==> config.mk <==
export PLATFORM = sky130hd
export DESIGN_NAME = mux_scan_serializer
export DESIGN_NICKNAME = d
export VERILOG_FILES = /design/src/rtl/mux_scan_serializer.sv
export SDC_FILE = /design/constraint.sdc
export NUM_CORES = 1
export LEC_CHECK = 0
export ABC_AREA = 1
export BUFFER_PORTS_ARGS = -buffer_cell sky130_fd_sc_hd__buf_2
export CAP_MARGIN = 20
export CORE_MARGIN = 10
export CORE_UTILIZATION = 49
export DETAILED_ROUTE_END_ITERATION = 10
export PLACE_DENSITY = 0.74
export SYNTH_ARGS = -nofsm -noshare
export SYNTH_HDL_FRONTEND = slang
export SYNTH_SLANG_ARGS = --single-unit
==> constraint.sdc <==
create_clock -name clk -period 1.71 [get_ports clk]
set_input_delay 0.342 -clock clk [delete_from_list [all_inputs] [get_ports clk]]
set_output_delay 0.342 -clock clk [all_outputs]
set_load 0.05 [all_outputs]
==> src/rtl/mux_scan_serializer.sv <==
// Sequencer for the 24:1 result mux: steps sel through 0..len-1, registers each
// selected word and emits it as a valid/ready stream, one beat per entry.
module mux_scan_serializer #(
  parameter int DATA_WIDTH = 12,
  parameter int NUM_INPUTS = 24
) (
  input  logic                  clk,
  input  logic                  reset,
  input  logic                  start,
  input  logic [4:0]            len,
  output logic [4:0]            sel,
  input  logic [DATA_WIDTH-1:0] mux_data,
  output logic [DATA_WIDTH-1:0] out_data,
  output logic [4:0]            out_idx,
  output logic                  out_valid,
  input  logic                  out_ready,
  output logic                  out_last,
  output logic                  busy,
  output logic                  done
);

  typedef enum logic [1:0] {
    IDLE  = 2'd0,
    SCAN  = 2'd1,
    DRAIN = 2'd2
  } state_e;

  // Select 31 is an unconnected mux input, so the parked mux output is zero.
  localparam logic [4:0] SEL_PARK = 5'd31;
  localparam logic [4:0] MAX_LEN  = 5'(NUM_INPUTS);

  state_e                state_q, state_d;
  logic [4:0]            sel_q, sel_d;
  logic [4:0]            len_q, len_d;
  logic [4:0]            out_idx_q, out_idx_d;
  logic [DATA_WIDTH-1:0] out_data_q, out_data_d;
  logic                  out_valid_q, out_valid_d;
  logic                  out_last_q, out_last_d;
  logic                  busy_q, busy_d;
  logic                  done_q, done_d;

  logic [4:0] len_clamped;
  logic       out_free;
  logic       capture;
  logic       last_idx;
  logic       xfer;

  assign len_clamped = (len > MAX_LEN) ? MAX_LEN : len;
  assign out_free    = !out_valid_q || out_ready;
  assign capture     = (state_q == SCAN) && out_free;
  assign last_idx    = (sel_q == len_q - 5'd1);
  assign xfer        = out_valid_q && out_ready;

  // NOTE: sequential state uses non-blocking assignments so every register
  // samples the pre-edge value of every other register.
  always_ff @(posedge clk) begin
    if (reset) begin
      state_q     <= IDLE;
      sel_q       <= SEL_PARK;
      len_q       <= '0;
      out_idx_q   <= '0;
      out_data_q  <= '0;
      out_valid_q <= 1'b0;
      out_last_q  <= 1'b0;
      busy_q      <= 1'b0;
      done_q      <= 1'b0;
    end else begin
      state_q     <= state_d;
      sel_q       <= sel_d;
      len_q       <= len_d;
      out_idx_q   <= out_idx_d;
      out_data_q  <= out_data_d;
      out_valid_q <= out_valid_d;
      out_last_q  <= out_last_d;
      busy_q      <= busy_d;
      done_q      <= done_d;
    end
  end

  // NOTE: every signal assigned in a combinational block gets a default first,
  // otherwise paths that skip the assignment infer a latch.
  always_comb begin
    state_d = state_q;
    unique case (state_q)
      IDLE:    if (start && len_clamped != 5'd0) state_d = SCAN;
      SCAN:    if (capture && last_idx)          state_d = DRAIN;
      DRAIN:   if (xfer)                         state_d = IDLE;
      default:                                   state_d = IDLE;
    endcase
  end

  always_comb begin
    sel_d       = sel_q;
    len_d       = len_q;
    out_idx_d   = out_idx_q;
    out_data_d  = out_data_q;
    out_valid_d = out_valid_q;
    out_last_d  = out_last_q;
    busy_d      = busy_q;
    done_d      = 1'b0;
    unique case (state_q)
      IDLE: begin
        if (start) begin
          len_d = len_clamped;
          if (len_clamped == 5'd0) begin
            done_d = 1'b1;
          end else begin
            sel_d  = 5'd0;
            busy_d = 1'b1;
          end
        end
      end
      SCAN: begin
        // A stalled beat blocks capture, so sel and the output register hold.
        if (capture) begin
          out_data_d  = mux_data;
          out_idx_d   = sel_q;
          out_valid_d = 1'b1;
          out_last_d  = last_idx;
          sel_d       = last_idx ? SEL_PARK : sel_q + 5'd1;
        end
      end
      DRAIN: begin
        if (xfer) begin
          out_valid_d = 1'b0;
          out_last_d  = 1'b0;
          busy_d      = 1'b0;
          done_d      = 1'b1;
        end
      end
      default: begin
        sel_d       = SEL_PARK;
        out_valid_d = 1'b0;
        out_last_d  = 1'b0;
        busy_d      = 1'b0;
      end
    endcase
  end

  assign sel       = sel_q;
  assign out_data  = out_data_q;
  assign out_idx   = out_idx_q;
  assign out_valid = out_valid_q;
  assign out_last  = out_last_q;
  assign busy      = busy_q;
  assign done      = done_q;

endmodule

### Word-level counts from Yosys, hierarchy flattened

Cells that the tools add are included.

* bits in registers: 33
* logic and storage cells: 61

* add/sub/neg operators: 2
* order comparisons: 1
* eq/ne operators: 9
* multiplexer cells: 22
* bitwise logic cells: 3
* reductions and logical operators: 15

Operator list (number)
* $mux W5: 5
* $pmux W5 S3: 1
* $ne A2 B2 Y1 const B: 5
* $pmux W1 S3: 3
* $mux W1: 8
* $reduce_and A4 Y1: 2
* $mux W2: 3
* $pmux W2 S3: 1
* $reduce_and A3 Y1: 2
* $add A5 B1 Y5 const B: 1
* $eq A5 B5 Y1: 1
* $gt A5 B5 Y1 const B: 1
* $logic_not A5 Y1: 1
* $reduce_bool A5 Y1: 1
* $sub A5 B1 Y5 const B: 1
* $logic_and A1 B1 Y1: 4
* $reduce_and A2 Y1: 2
* $not A1 Y1: 3
* $eq A2 B1 Y1 const B: 1
* $eq A2 B2 Y1 const B: 1
* $logic_not A2 Y1: 1
* $ne A2 B1 Y1 const B: 1
* $pmux W1 S2: 1
* $logic_not A1 Y1: 1
* $logic_or A1 B1 Y1: 1

### Depth between registers and ports, before layout

* depth after elaboration: 6
* depth in mapped cells: 12
* mapped depth without buffers: 12

### Least setup slack after synthesis

Ideal clock, no wire load.

* path kind: reg2reg
* start: register sel_q[0], in the netlist sel[0]
* end: register sel_q[4], in the netlist sel[4]
* arrival time: 1.440 ns
* data required time: 1.595 ns
* path slack: 0.154 ns
* stages on the path, launching flop included: 8
* buffers on the path: 0
* period minus slack after synthesis: 1.556 ns
* cells stage by stage: dfxtp_1 ha_1 nand3_1 xor2_1 nor2_1 nand2_1 nand2_1 nand2_1

* cells in the longest elaborated chain, start to end: 4
* elaborated cells between the ends (all ways): 5

RTL lines
* from (decl): RTL line 33 `logic [4:0] sel_q, sel_d;`
* from (signal assigned): RTL line 69 `sel_q <= sel_d;`
* $add A5 B1 Y5 or $eq A5 B5 Y1 (tied branches): RTL line 120, 51
* $mux W5 (*): RTL line 120 `sel_d = last_idx ? SEL_PARK : sel_q + 5'd1;`
* $mux W5 (*): RTL line 115 `if (capture) begin`
* $pmux W5 S3 (*): RTL line 101 `unique case (state_q)`

Every way passes the cells marked *; elsewhere a longest branch is shown, timed or not. The select of a mux whose other input is x is not followed.
A chain may end at the register's enable or synchronous reset.

### Final worst setup path

* start: register len_q[0]
* end: register sel_q[0], in the netlist sel[0]

* cells in the longest elaborated chain, start to end: 5

RTL lines
* from (decl): RTL line 34 `logic [4:0] len_q, len_d;`
* from (signal assigned): RTL line 70 `len_q <= len_d;`
* $sub A5 B1 Y5: RTL line 51 `assign last_idx = (sel_q == len_q - 5'd1);`
* $eq A5 B5 Y1: RTL line 51
* $mux W5: RTL line 120
* $mux W5: RTL line 115
* $pmux W5 S3: RTL line 101

Every way passes these cells. The select of a mux whose other input is x is not followed.

==> results.json <==
{
  "outcome": "finished, final reports clean",
  "die_w_um": 77.9,
  "cp_cell_sequence": "inv_1 -> ha_1 -> inv_1 -> nand2_1 -> nand2_1 -> nor2_1 -> nand2_1 -> nor2_4 -> nand2_4 -> nand2_1 -> nand2_1 -> nand2_1",
  "worstSetupStartpointType": "flip-flop",
  "cts_hold_buf": 0,
  "cts.htree.levels": 2,
  "setup_tns_ps": 0,
  "cp.arrival_ps": 1840,
  "route.antenna.remaining_nets": 0,
  "syn-num-nets": 245,
  "rsz0062_at_grt": "false",
  "rows": 20,
  "end_kind": "flip-flop",
  "timing.fmax_ghz": 0.644,
  "start_util": 0.524,
  "max_cap_violations": 0,
  "grt_pass1_wl_mm": 6.67,
  "grt_overflow": 0,
  "ir_worst_vdd_mv": 0.661,
  "cpMostUsedCell": "nand2_1",
  "worstMarginPinSlew_ps": 463,
  "synth-seq-cells": 33,
  "top_usage_layer": "met2",
  "die_y_um": 77.9,
  "grtUsageMet3": 0.0622,
  "worst-setup-path-type": "reg2reg",
  "min_period_over_period": 0.909,
  "avgSynthCellArea_um2": 7.39,
  "p_per_area_mw_per_mm2": 1200,
  "hold_violations": 0,
  "clk_path_buf_depth": 2,
  "viasPerCell": 4.86,
  "io_buffers": 46,
  "die_area_mm2": 0.00606,
  "postPlaceCellArea_mm2": 0.00189,
  "period_minus_slack_ps": 1550,
  "p_leak_nw": 0.966,
  "finClkSkew_ps": 10.5,
  "diodes": 0,
  "place_ws_ps": 208,
  "setup_viol_count_final": 0,
  "cp.required_ps": 2000,
  "cp_slowest_stage_delay_ps": 340,
  "grtUsageMet2": 0.204,
  "vias": 1525,
  "synth_warnings": 0,
  "cts-root-buf": "clkbuf_4",
  "coreArea_mm2": 0.00313,
  "hp-class": "in2reg",
  "use_met1": 0.152,
  "layout_common_cells": "nand2_1, buf_2, nor2_1",
  "reg2reg_slack_ps": 160,
  "drc": 0,
  "routed_wl_mm": 3.92,
  "drt_pass1_iterations": 4,
  "postSynthCellCount": 222,
  "place_congestion": 0.833,
  "final_core_util": 0.622,
  "slew_headroom": 0.691,
  "ys_types": 30,
  "setup_ws_ps": 156,
  "finalNetCount": 293,
  "dp.final_hpwl_mm": 2.94,
  "syn-cell-area_mm2": 0.00164,
  "wl_per_cell_um": 12.5,
  "io_pins": 47,
  "area_delta_synth_final_pct": 18.6,
  "yosysSeqAreaShare": 0.403,
  "drt-initial-drc-count": 84,
  "clock_latency_ps": 340,
  "antenna_found_initial": 0,
  "slowest_stage": "dfxtp_2",
  "grt_pass1_vias": 1513,
  "fillers": 309,
  "fin_area_mm2": 0.00195,
  "cts_tree": "yes",
  "post-cts-setup-buffer-count": 0,
  "drive_gt1_frac": 0.322,
  "clock_sinks": 33,
  "clkSlewWorstSetupHoldPaths_ps": 100,
  "worstPathMaxFanout": 6,
  "grtUsageTotal": 0.132,
  "cts-resized-gates": 0,
  "grt_max_degree": 23,
  "slew_violations": 0,
  "cts_buffers": 5
}
## Yosys cell counts
cell / n / area, µm²
and3_1: 1 / 6.26
dfxtp_1: 33 / 661
clkinv_2: 1 / 5.00
a211oi_1: 3 / 22.5
nor2_1: 43 / 161
inv_1: 13 / 48.8
o21ai_1: 9 / 45.0
a21oi_2: 6 / 52.6
xor2_1: 2 / 17.5
o21ai_2: 3 / 26.3
buf_6: 3 / 33.8
nand3_2: 3 / 30.0
nand4_1: 3 / 18.8
a21oi_1: 11 / 55.1
nor2_8: 1 / 20.0
nand3_1: 6 / 30.0
xnor2_1: 1 / 8.76
inv_2: 8 / 30.0
o31ai_1: 1 / 7.51
nor2_4: 5 / 56.3
nor2_2: 2 / 12.5
clkinv_1: 1 / 3.75
clkbuf_1: 2 / 7.51
buf_2: 2 / 10.0
ha_1: 2 / 25.0
nand2_4: 2 / 22.5
nand2_2: 1 / 6.26
o21ai_0: 7 / 35.0
a32oi_1: 1 / 8.76
nand2_1: 46 / 173
## final cells by class
type	count	area [µm²]	share of cell area
Inverter	23	87.6	0.0450
Sequential cell	33	662	0.340
Multi-Input combinational cell	159	841	0.432
Timing Repair Buffer	48	245	0.126
Clock buffer	7	55.1	0.0283
Tap cell	44	55.1	0.0283
## logic make-up (layout without fill, tap and decap cells)
kind of cell	count (synthesis)	in the layout	synth area share
simple gates	113	113	0.327
compound gates	41	41	0.154
flops	33	33	0.403
buf+inv	30	78	0.0847
xor+xnor	3	3	0.0160
fa+ha+maj	2	2	0.0153
## worst max-delay path: cells and delay by family, from the launching register on
family	cells	cell delay [ps]
simple gates	9	710
buf+inv	2	120
flops	1	340
fa+ha+maj	1	310
## layer usage
metal  part of all wire  wire length (µm)
met5                  0                 0
met4              0.018                70
met3              0.082               322
met2               0.45              1770
met1               0.45              1760
## final timing paths
kind	from	depth (start not counted)	endpoint
setup / recovery	len_q[0]	12	sel[0]
hold / removal	mux_data[10]	3	out_data[10]
setup reg to reg	len_q[0]	12	sel[0]
hold reg to reg	out_last	2	out_last
## report_power, final
group          switching [W]  internal, W
combinational       0.000675     0.000264
sequential         0.0000855     0.000870
clock               0.000251     0.000194
## state kept, by name, indices dropped and copies added, names as in the netlist
name       cells
out_data      12
out_last       1
out_idx        5
sel            5
done           1
busy           1
out_valid      1
len_q          5
state_q        2
## metrics by stage
stage               total power, W  std cells  hold WS [ps]
floorplan                  0.00172        222           420
global placement           0.00191        307           455
detailed placement         0.00192        307           468
CTS                        0.00235        314           234
global route               0.00251        314           235
finish                     0.00234        314           237
(Power assumes the default switching activity.)
